<file path="src/rtl/box_move_renderer_if.sv">
// box_move_renderer_if: start/busy/done handshake plus pixel bus toward vga_adapter
interface box_move_renderer_if;
  logic       start;
  logic [9:0] new_x;
  logic [8:0] new_y;
  logic [2:0] box_colour;
  logic       busy;
  logic       done;
  logic [9:0] x_out;
  logic [8:0] y_out;
  logic [2:0] colour_out;
  logic       plot;
  modport master (output start, new_x, new_y, box_colour, input busy, done, x_out, y_out, colour_out, plot);
  modport slave (input start, new_x, new_y, box_colour, output busy, done, x_out, y_out, colour_out, plot);
endinterface

</file>
<file path="src/rtl/box_move_renderer.sv">
// box_move_renderer: erases the box at its old position, then draws it at the new one, one pixel per clock
module box_move_renderer #(
  parameter int         BOX_W     = 10,
  parameter int         BOX_H     = 10,
  parameter int         SCREEN_W  = 320,
  parameter int         SCREEN_H  = 240,
  parameter logic [2:0] BG_COLOUR = 3'b000
) (
  input logic clock,
  input logic reset,
  box_move_renderer_if.slave bus
);
  localparam logic [5:0]  XL = 6'(BOX_W - 1);
  localparam logic [5:0]  YL = 6'(BOX_H - 1);
  localparam logic [10:0] SW = 11'(SCREEN_W);
  localparam logic [9:0]  SH = 10'(SCREEN_H);
  typedef enum logic [1:0] {IDLE, ERASE, DRAW, DONE} state_t;
  state_t      state_q, state_d;
  logic [5:0]  ox_q, ox_d, oy_q, oy_d;
  logic [9:0]  lat_x_q, prev_x_q, x_q, x_d;
  logic [8:0]  lat_y_q, prev_y_q, y_q, y_d;
  logic [2:0]  lat_c_q, c_q, c_d;
  logic        prev_v_q, busy_q, busy_d, done_q, done_d, plot_q, plot_d;
  logic        erase, scan, row_end, last;
  logic [10:0] sum_x;
  logic [9:0]  sum_y;
  assign erase   = state_q == ERASE;
  assign scan    = erase || state_q == DRAW;
  assign row_end = ox_q == XL;
  assign last    = row_end && oy_q == YL;
  // sums are one bit wider than the outputs so clipping sees the untruncated coordinate
  assign sum_x   = {1'b0, erase ? prev_x_q : lat_x_q} + {5'b0, ox_q};
  assign sum_y   = {1'b0, erase ? prev_y_q : lat_y_q} + {4'b0, oy_q};
  // state register
  always_ff @(posedge clock) begin
    if (reset) state_q <= IDLE;
    else state_q <= state_d;
  end
  // next state: erase only when a previous box exists
  always_comb begin
    state_d = state_q;
    case (state_q)
      IDLE:    if (bus.start) state_d = prev_v_q ? ERASE : DRAW;
      ERASE:   if (last) state_d = DRAW;
      DRAW:    if (last) state_d = DONE;
      default: state_d = IDLE;
    endcase
  end
  // raster offsets and next values of the registered pixel/handshake outputs
  always_comb begin
    ox_d   = (!scan || row_end) ? '0 : ox_q + 6'd1;
    oy_d   = (!scan || last) ? '0 : oy_q + {5'b0, row_end};
    plot_d = scan && sum_x < SW && sum_y < SH;
    x_d    = scan ? sum_x[9:0] : x_q;
    y_d    = scan ? sum_y[8:0] : y_q;
    c_d    = erase ? BG_COLOUR : scan ? lat_c_q : c_q;
    done_d = state_q == DONE;
    busy_d = state_d != IDLE || state_q == DONE;
  end
  // datapath: latch request on acceptance, remember position on completion, register outputs
  always_ff @(posedge clock) begin
    if (reset) begin
      ox_q     <= '0;
      oy_q     <= '0;
      lat_x_q  <= '0;
      lat_y_q  <= '0;
      lat_c_q  <= '0;
      prev_x_q <= '0;
      prev_y_q <= '0;
      prev_v_q <= 1'b0;
      x_q      <= '0;
      y_q      <= '0;
      c_q      <= '0;
      plot_q   <= 1'b0;
      busy_q   <= 1'b0;
      done_q   <= 1'b0;
    end else begin
      ox_q   <= ox_d;
      oy_q   <= oy_d;
      x_q    <= x_d;
      y_q    <= y_d;
      c_q    <= c_d;
      plot_q <= plot_d;
      busy_q <= busy_d;
      done_q <= done_d;
      if (state_q == IDLE && bus.start) begin
        lat_x_q <= bus.new_x;
        lat_y_q <= bus.new_y;
        lat_c_q <= bus.box_colour;
      end
      if (state_q == DONE) begin
        prev_x_q <= lat_x_q;
        prev_y_q <= lat_y_q;
        prev_v_q <= 1'b1;
      end
    end
  end
  assign bus.busy       = busy_q;
  assign bus.done       = done_q;
  assign bus.plot       = plot_q;
  assign bus.x_out      = x_q;
  assign bus.y_out      = y_q;
  assign bus.colour_out = c_q;
endmodule
</file>
<file path="src/flat_wrapper.sv">
// flat-port wrapper written by rule: the top's interface ports become plain ports
module box_move_renderer_flat 
#(
  parameter int         BOX_W     = 10,
  parameter int         BOX_H     = 10,
  parameter int         SCREEN_W  = 320,
  parameter int         SCREEN_H  = 240,
  parameter logic [2:0] BG_COLOUR = 3'b000
)
  (clock, reset, bus_start, bus_new_x, bus_new_y, bus_box_colour, bus_busy, bus_done, bus_x_out, bus_y_out, bus_colour_out, bus_plot);
  box_move_renderer_if bus_i ();
  input logic clock;
  input logic reset;
  input wire logic [$bits(bus_i.start)-1:0] bus_start;
  input wire logic [$bits(bus_i.new_x)-1:0] bus_new_x;
  input wire logic [$bits(bus_i.new_y)-1:0] bus_new_y;
  input wire logic [$bits(bus_i.box_colour)-1:0] bus_box_colour;
  output wire logic [$bits(bus_i.busy)-1:0] bus_busy;
  output wire logic [$bits(bus_i.done)-1:0] bus_done;
  output wire logic [$bits(bus_i.x_out)-1:0] bus_x_out;
  output wire logic [$bits(bus_i.y_out)-1:0] bus_y_out;
  output wire logic [$bits(bus_i.colour_out)-1:0] bus_colour_out;
  output wire logic [$bits(bus_i.plot)-1:0] bus_plot;
  assign bus_i.start = bus_start;
  assign bus_i.new_x = bus_new_x;
  assign bus_i.new_y = bus_new_y;
  assign bus_i.box_colour = bus_box_colour;
  assign bus_busy = bus_i.busy;
  assign bus_done = bus_i.done;
  assign bus_x_out = bus_i.x_out;
  assign bus_y_out = bus_i.y_out;
  assign bus_colour_out = bus_i.colour_out;
  assign bus_plot = bus_i.plot;
  box_move_renderer #(.BOX_W(BOX_W), .BOX_H(BOX_H), .SCREEN_W(SCREEN_W), .SCREEN_H(SCREEN_H), .BG_COLOUR(BG_COLOUR)) u_core (.clock(clock), .reset(reset), .bus(bus_i));
endmodule
</file>
<file path="config.mk">
export PLATFORM = sky130hd
export DESIGN_NAME = box_move_renderer_flat
export DESIGN_NICKNAME = d
export VERILOG_FILES = /design/src/rtl/box_move_renderer_if.sv /design/src/rtl/box_move_renderer.sv /design/src/flat_wrapper.sv
export SDC_FILE = /design/constraint.sdc
export NUM_CORES = 1
export LEC_CHECK = 0
export BUFFER_PORTS_ARGS = -buffer_cell sky130_fd_sc_hd__buf_2
export CORE_ASPECT_RATIO = 0.6
export CORE_MARGIN = 2
export CORE_UTILIZATION = 50
export CTS_BUF_LIST = sky130_fd_sc_hd__clkbuf_8
export CTS_CLUSTER_DIAMETER = 150
export CTS_CLUSTER_SIZE = 30
export DETAILED_ROUTE_END_ITERATION = 10
export GPL_TIMING_DRIVEN = 0
export PLACE_DENSITY = 0.71
export SLEW_MARGIN = 15
export SYNTH_ARGS = -nofsm -noshare
export SYNTH_HDL_FRONTEND = slang
export SYNTH_SLANG_ARGS = --single-unit
</file>
<file path="constraint.sdc">
create_clock -name clock -period 3.26 [get_ports clock]
set_input_delay 0.326 -clock clock [delete_from_list [all_inputs] [get_ports clock]]
set_output_delay 0.326 -clock clock [all_outputs]
set_load 0.1 [all_outputs]
</file>
## Word-level counts from Yosys, hierarchy flattened

Index checks and enable logic that the tools add are counted.

| cells by class | value |
|---|---|
| mux-type cells | 7 |
| $mul | 0 |
| magnitude comparators | 2 |
| div/mod/pow operators | 0 |
| bitwise logic cells | 0 |
| shifts and indexed selects | 0 |
| $add $sub $neg | 4 |
| equality and inequality tests | 5 |
| reduce and logical (&&, ||, !) cells | 14 |

Operators with widths:

| cell | number |
|---|---|
| 6-bit by 4-bit == test with 1-bit output (second input constant) | 2 |
| 10-bit by 6-bit adder with 11-bit output | 1 |
| 11-bit by 9-bit less-than comparator with 1-bit output (second input constant) | 1 |
| 9-bit by 6-bit adder with 10-bit output | 1 |
| 10-bit by 8-bit less-than comparator with 1-bit output (second input constant) | 1 |
| 10-bit two-way mux | 1 |
| 9-bit two-way mux | 1 |
| 2-bit two-way mux | 4 |
| 6-bit by 1-bit adder with 6-bit output | 1 |
| 6-bit by 1-bit adder with 6-bit output (second input constant) | 1 |
| 2-bit one-hot mux with 3 select lines | 1 |
| 2-bit OR reduction | 3 |
| 2-bit == test (second input constant) | 2 |
| 1-bit logical AND | 4 |
| 1-bit logical OR | 4 |
| 2-bit by 1-bit == test with 1-bit output (second input constant) | 1 |
| 2-bit zero test | 1 |
| 2-bit nonzero test | 1 |
| 1-bit zero test | 1 |

| storage, ports and cells | value |
|---|---|
| memories kept | 0 |
| latch bits | 0 |
| input port bits | 25 |
| bits in registers | 81 |
| bits in read-only memories | 0 |
| logic and storage cells | 47 |
| bits in writable memories | 0 |
| output and inout bits | 25 |

## Depth between registers and ports, before layout

Gate-level depths: netlist of the first run.

| logic depth | value |
|---|---|
| word-level depth | 6 |
| gate-level depth with buffers | 13 |
| gate-level depth less buffers | 11 |

## Worst setup path after synthesis of the first run

Ideal clock, no wire load.

| timing path | value |
|---|---|
| path kind | reg2reg |
| from | register u_core.state_q[1] |
| to | register u_core.plot_q (netlist: u_core.bus.plot) |
| path buffers | 3 |
| arrival | 3298 ps |
| cell stages (with the launch flop) | 13 |
| setup slack | -126 ps |
| data required time | 3172 ps |
| setup time | 88 ps |
| period minus slack after synthesis | 3386 ps |
| cells stage by stage | dfxtp_1 inv_1 ha_1 buf_6 clkbuf_1 clkbuf_1 mux2_2 ha_1 a21o_1 a221oi_2 o21ai_0 or3_1 a311oi_2 |

| on the way | value |
|---|---|
| word-level cells in the longest chain between the ends | 6 |
| elaborated cells between the ends (all ways) | 11 |
| classes of those cells | add/sub (2); order compare (2); eq/ne (2); mux (2); reduce/logical (3) |

RTL lines:

| what | RTL line | RTL |
|---|---|---|
| start, declared | box_move_renderer.sv:18 | `state_t state_q, state_d;` |
| start signal, assigned | box_move_renderer.sv:37 | `else state_q <= state_d;` |
| 2-bit by 1-bit == test with 1-bit output | box_move_renderer.sv:27 | `assign erase = state_q == ERASE;` |
| 10-bit two-way mux | box_move_renderer.sv:32 | `assign sum_x = {1'b0, erase ? prev_x_q : lat_x_q} + {5'b0, ox_q};` |
| 10-bit by 6-bit adder with 11-bit output | box_move_renderer.sv:32 |  |
| 11-bit by 9-bit less-than comparator with 1-bit output | box_move_renderer.sv:53 | `plot_d = scan && sum_x < SW && sum_y < SH;` |
| 1-bit logical AND | box_move_renderer.sv:53 |  |
| 1-bit logical AND * | box_move_renderer.sv:53 |  |
| end signal, assigned | box_move_renderer.sv:83 | `plot_q <= plot_d;` |
| end, declared | box_move_renderer.sv:23 | `logic prev_v_q, busy_q, busy_d, done_q, done_d, plot_q, plot_d;` |

Mark *: on every way between the ends. The rest lies on a longest branch, timed or not.
A chain may end at the register's enable or synchronous reset.

## Worst setup path after layout of the first run

Same ends and word-level chain as after synthesis.

==> results.sh, run 1 <==
export IMPL_p_per_area_mw_per_mm2=490
export IMPL_n_antenna_cell=0
export IMPL_period_share=0.959
export IMPL_synth_top_area_cell="dfxtp_1"
export IMPL_drc=0
export IMPL_ys_seq_elements=81
export IMPL_r2r_start="u_core.state_q[1]"
export IMPL_power_mw=2.21
export IMPL_grt_pass1_wl_um=14300
export IMPL_worstSetupPathType="flip-flop to flip-flop"
export IMPL_max_freq_mhz=320
export IMPL_start_util=0.523
export IMPL_dieArea_mm2=0.00844
export IMPL_syn_inst=430
export IMPL_drtIter0Drc=191
export IMPL_first_pass_iters=4
export IMPL_critPathCaptureType="flip-flop"
export IMPL_cts_tree="yes"
export IMPL_portBuffers=48
export IMPL_num_vias=3165
export IMPL_slew_headroom=0.480
export IMPL_numCtsBuffers=9
export IMPL_status="finished, final reports clean"
export IMPL_fin_skew_ps=10.2
export IMPL_setup_worst_path_start="u_core.state_q[1]"
export IMPL_gp_congestion=0.849
export IMPL_hold_viol_final=0
export IMPL_syn2layout_area_growth_pct=16.9
export IMPL_hold_start="bus_new_x[4]"
export IMPL_synth_area_per_cell_um2=8.95
export IMPL_critPathLaunchType="flip-flop"
export IMPL_ys_seq_area_frac=0.421
export IMPL_via_per_inst=5.30
export IMPL_vdd_drop_max_mv=0.305
export IMPL_hold_class="input pin to flip-flop"
export IMPL_wirelength_um=9050
export IMPL_cts_hold_buf=0
export IMPL_synth_area_top_cells="dfxtp_1 (42%), mux2i_1 (11%), ha_1 (6.5%), nor2_1 (5.8%), nand2_1 (5.4%)"
export IMPL_cp_arrival_ps=3390
export IMPL_cts_root_buf="clkbuf_8"
export IMPL_period_minus_slack_ps=3130
export IMPL_cap_violations=0
export IMPL_core_mm2=0.00736
export IMPL_grt_max_degree=20
export IMPL_hold_ws_ps=186
export IMPL_die_h_um=72.0
export IMPL_htreeDepth=3
export IMPL_pin_count=50
export IMPL_slew_violations=0
export IMPL_syn_area_mm2=0.00385
export IMPL_overflow=0
export IMPL_track_usage=0.229
export IMPL_p_leak_nw=1.82
export IMPL_rsz0062_at_grt="false"
export IMPL_clock_latency_ps=370
export IMPL_cts_buffer_depth=2
export IMPL_grt_pass1_vias=2777
export IMPL_rows=24
export IMPL_hpwl_um=6720
export IMPL_crit_fanout=19
export IMPL_fp_dieW_um=117
export IMPL_wl_per_cell_um=15.2
export IMPL_yosysTopAreaCellShare=0.421
export IMPL_nets=535
export IMPL_cp_required_ps=3530
export IMPL_drive_above_1_share=0.174
export IMPL_postCtsSetupBuffers=0
export IMPL_tightest_slew_ps=779
export IMPL_path_clk_slew_ps=80
export IMPL_antenna_found_initial=0
export IMPL_setup_viol=0
export IMPL_antenna_left=0
export IMPL_syn_num_nets=477
export IMPL_synth_cell_types=44
export IMPL_synth_warnings=0
export IMPL_clock_sinks=81
power by group:
| part | switching (mW) | internal (mW) |
|---|---|---|
| Clock | 0.364 | 0.448 |
| Combinational | 0.249 | 0.0944 |
| Sequential | 0.0257 | 1.03 |
worst paths after layout:
| check | end | cells after the start | slack (ps) |
|---|---|---|---|
| setup / recovery | u_core.bus.plot | 11 | 130 |
| hold / removal | u_core.lat_x_q[4] | 3 | 190 |
| setup reg to reg | u_core.bus.plot | 11 | 130 |
| hold reg to reg | u_core.lat_c_q[1] | 2 | 460 |
cell usage after synthesis (all sizes together):
cell type,number
a211o,1
a211oi,4
a21boi,1
a21o,4
a21oi,33
a221oi,1
a22oi,1
a2bb2oi,1
a311oi,2
a31oi,2
and2,2
and3,3
and4,1
buf,5
clkbuf,17
dfxtp,81
fa,2
ha,20
inv,10
mux2,13
mux2i,42
nand2,55
nand2b,1
nand3,10
nand4,2
nand4b,3
nor2,60
nor2b,1
nor3,9
nor3b,1
nor4,2
o211ai,4
o21a,1
o21ai,8
o21bai,1
or2,2
or3,4
or4,1
xnor2,10
xor2,9
cell usage in the layout, fill, tap and decap left out, types with 2 or more instances in the layout:
cell type and instances:
a211oi_1 4, a21o_1 4, a21oi_1 33, a31oi_1 2
and3_1 3, buf_1 4, buf_2 48, bufinv_16 2
clkbuf_1 15, clkbuf_8 11, dfxtp_1 81, ha_1 17
ha_4 2, inv_1 11, mux2_2 13, mux2i_1 42
nand2_1 55, nand3_1 10, nand4_1 2, nand4b_1 3
nor2_1 60, nor3_1 9, nor4_1 2, o211ai_1 4
o21ai_0 5, o21ai_1 2, or3_1 4, xnor2_1 10
xor2_1 9
stage by stage:
stage               TNS, ps  setup WS, ps   util  cell area, µm²  std cells
floorplan                 0           118      -            3850        430
global placement       -531          -296  0.574            4220        582
detailed placement     -845          -367  0.574            4220        582
CTS                       0          4.37  0.606            4460        597
global route              0         0.432  0.612            4500        597
finish                    0           133  0.612            4500        597
final cells by class:
cell class	count	area (µm²)
Buffer	21	105
Clock buffer	10	138
Clock inverter	6	83.8
Fill cell	658	2860
Inverter	10	37.5
Multi-Input combinational cell	317	2150
Sequential cell	81	1620
Tap cell	104	130
Timing Repair Buffer	48	240
layer usage:
| metal | track usage | vias up | wire length, µm |
|---|---|---|---|
| met5 | 0 | - | 0 |
| met4 | 0.0810 | 0 | 97 |
| met3 | 0.0677 | 10 | 703 |
| met2 | 0.296 | 109 | 3420 |
| met1 | 0.356 | 1454 | 4830 |
| li1 | - | 1592 | - |
registers in the layout, summed over array words and instances (netlist names):
signal and flops:
u_core.prev_x_q 10, u_core.bus.busy 1, u_core.state_q 2, u_core.bus.done 1
u_core.prev_y_q 9, u_core.bus.plot 1, u_core.ox_q 6, u_core.bus.x_out 10
u_core.bus.y_out 9, u_core.lat_x_q 10, u_core.bus.colour_out 3, u_core.lat_c_q 3
u_core.lat_y_q 9, u_core.oy_q 6, u_core.prev_v_q 1
repair_timing:
item                                    CTS  global route
gates resized for setup                   4            11
pin swaps                                 0             1
endpoints found under the setup margin    5             2
cell families (layout without fill, tap and decap cells):
logic type	after synthesis	count (layout)	share of synthesized area
compound gates	64	64	0.102
xor+xnor	19	19	0.0432
fa+ha+maj	22	22	0.0754
buf+inv	32	95	0.0331
flops	81	81	0.421
mux	55	55	0.147
simple gates	157	157	0.177
critical path, stage by stage (launching register included):
cell,delay (ps)
dfxtp_1,340
inv_2,90
ha_2,190
buf_12,160
mux2_2,370
ha_1,230
fa_2,360
a21o_1,210
a221oi_4,340
o21ai_2,100
or3_1,330
a311oi_2,300
Note: power is estimated with default switching activity, not from simulation.
==> inputs of run 2 (changes only) <==
Settings changed: CORE_ASPECT_RATIO 0.6 to unset.
==> run 2 against run 1 <==
Sequential power is essentially flat. Final cell count fell by 0.17%. Critical endpoint unchanged. Combinational power fell by 1%.
==> results.sh, run 2 (same netlist as run 1, synthesis figures left out) <==
export IMPL_status="finished, final reports clean"
export IMPL_critPathLaunchType="flip-flop"
export IMPL_cts_tree="yes"
export IMPL_drive_above_1_share=0.183
export IMPL_pin_count=50
export IMPL_tightest_slew_ps=726
export IMPL_slew_headroom=0.516
export IMPL_hpwl_um=6380
export IMPL_first_pass_iters=4
export IMPL_fp_dieW_um=91.8
export IMPL_start_util=0.522
export IMPL_hold_viol_final=0
export IMPL_setup_worst_path_start="u_core.state_q[1]"
export IMPL_p_per_area_mw_per_mm2=465
export IMPL_hold_start="bus_new_x[2]"
export IMPL_wirelength_um=8530
export IMPL_period_minus_slack_ps=3110
export IMPL_worstSetupEndpoint="u_core.bus.plot"
export IMPL_power_mw=2.08
export IMPL_track_usage=0.203
export IMPL_worst_slack_ps=151
export IMPL_antenna_found_initial=0
export IMPL_max_freq_mhz=322
export IMPL_critPathCaptureType="flip-flop"
export IMPL_drc=0
export IMPL_setup_viol=0
export IMPL_via_per_inst=5.26
export IMPL_num_vias=3134
export IMPL_fin_skew_ps=8.08
export IMPL_rows=31
export IMPL_drtIter0Drc=91
export IMPL_p_leak_nw=1.82
export IMPL_layout_cells_non_filler=596
export IMPL_cts_hold_buf=0
export IMPL_cp_arrival_ps=3380
export IMPL_path_clk_slew_ps=90
export IMPL_nets=539
export IMPL_mostFrequentLayoutCell="dfxtp_1"
export IMPL_nFillCells=678
export IMPL_core_mm2=0.00737
export IMPL_portBuffers=48
export IMPL_clock_latency_ps=360
export IMPL_syn2layout_area_growth_pct=16.5
export IMPL_wl_per_cell_um=14.3
export IMPL_period_share=0.954
export IMPL_die_h_um=91.8
export IMPL_antenna_left=0
export IMPL_cp_required_ps=3530
export IMPL_overflow=0
export IMPL_seq_area_mm2=0.00162
export IMPL_grt_max_degree=20
export IMPL_crit_fanout=8
export IMPL_cts_root_buf="clkbuf_8"
export IMPL_numCtsBuffers=9
export IMPL_r2r_end="u_core.bus.plot"
export IMPL_rsz0062_at_grt="false"
export IMPL_cts_buffer_depth=2
export IMPL_final_cell_mix="dfxtp_1 (81), nor2_1 (60), nand2_1 (55), buf_2 (48), mux2i_1 (42)"
export IMPL_r2r_start="u_core.state_q[1]"
export IMPL_n_antenna_cell=0
export IMPL_dp_cells=577
export IMPL_place_ws_ps=-321
export IMPL_vdd_drop_max_mv=0.234
export IMPL_cap_violations=0
export IMPL_hold_class="input pin to flip-flop"
export IMPL_clock_sinks=81
export IMPL_grt_pass1_wl_um=13400
export IMPL_htreeDepth=3
export IMPL_dieArea_mm2=0.00842
export IMPL_multi_input_area_mm2=0.00214
export IMPL_worstSetupPathType="flip-flop to flip-flop"
export IMPL_grt_pass1_vias=2904
export IMPL_gp_congestion=0.816
export IMPL_slew_violations=0
export IMPL_hold_ws_ps=197
export IMPL_rr_worst_depth=11
export IMPL_r2r_setup_slack_ps=150
==> run 2: cell count changes in the layout (fill, tap and decap cells not counted), moves of 2 or more <==
| cell | before | now |
|---|---|---|
| buf_4 | 0 | 4 |
| bufinv_16 | 2 | 0 |
| clkinvlp_4 | 1 | 3 |
| inv_1 | 11 | 9 |
==> run 2: metrics by stage <==
step           utilization  instance area, µm²  setup TNS [ps]
6_report             0.609                4490               0
5_1_grt              0.609                4490               0
4_1_cts              0.600                4420               0
3_5_place_dp         0.572                4220            -746
3_3_place_gp         0.572                4220            -589
2_1_floorplan            -                3850               0
==> run 2: worst min path at each step <==
stage / endpoint / slack, ps / cells after the start
floorplan: u_core.lat_c_q[0] / 440 / 2
global placement: u_core.lat_c_q[2] / 450 / 2
detailed placement: u_core.lat_c_q[1] / 460 / 2
CTS: u_core.lat_x_q[2] / 190 / 3
global route: u_core.lat_c_q[1] / 200 / 3
finish: u_core.lat_x_q[2] / 200 / 3
==> run 2: final cells by class <==
class                      count  share of cell area
buffer                        21              0.0234
clock buffer                  10              0.0307
clock inverter                 6              0.0114
inverter                      10             0.00837
multi-input combinational    317               0.477
sequential                    81               0.362
tap                           99              0.0276
timing repair buffer          52              0.0603
==> run 2: power breakdown <==
part / internal (mW) / total, mW / switching, mW
clock: 0.306 / 0.695 / 0.389
sequential: 1.03 / 1.05 / 0.0246
combinational: 0.0938 / 0.339 / 0.245
==> run 2: worst max-delay path, stage by stage, from the launching register on <==
cell and delay (ps):
dfxtp_1 340, inv_2 80, ha_2 190, buf_12 120, mux2_2 340, ha_1 220, fa_1 400, a21o_1 210
a221oi_4 380, o21ai_2 110, or3_1 340, a311oi_2 270
==> run 2: routing by layer <==
metal	up-vias	wire length, µm	global-route usage
met5	-	0	0
met4	0	218	0.109
met3	15	410	0.0329
met2	80	4010	0.327
met1	1441	3880	0.261
li1	1598	-	-
==> run 2: repair_timing <==
item / 4_1_cts / 5_1_grt
endpoints found under the hold margin: 0 / 0
resized for setup: 4 / 9
pin swaps: 0 / 3
endpoints found under the setup margin: 5 / 3
setup buffers: 0 / 4
cloned: 0 / 0
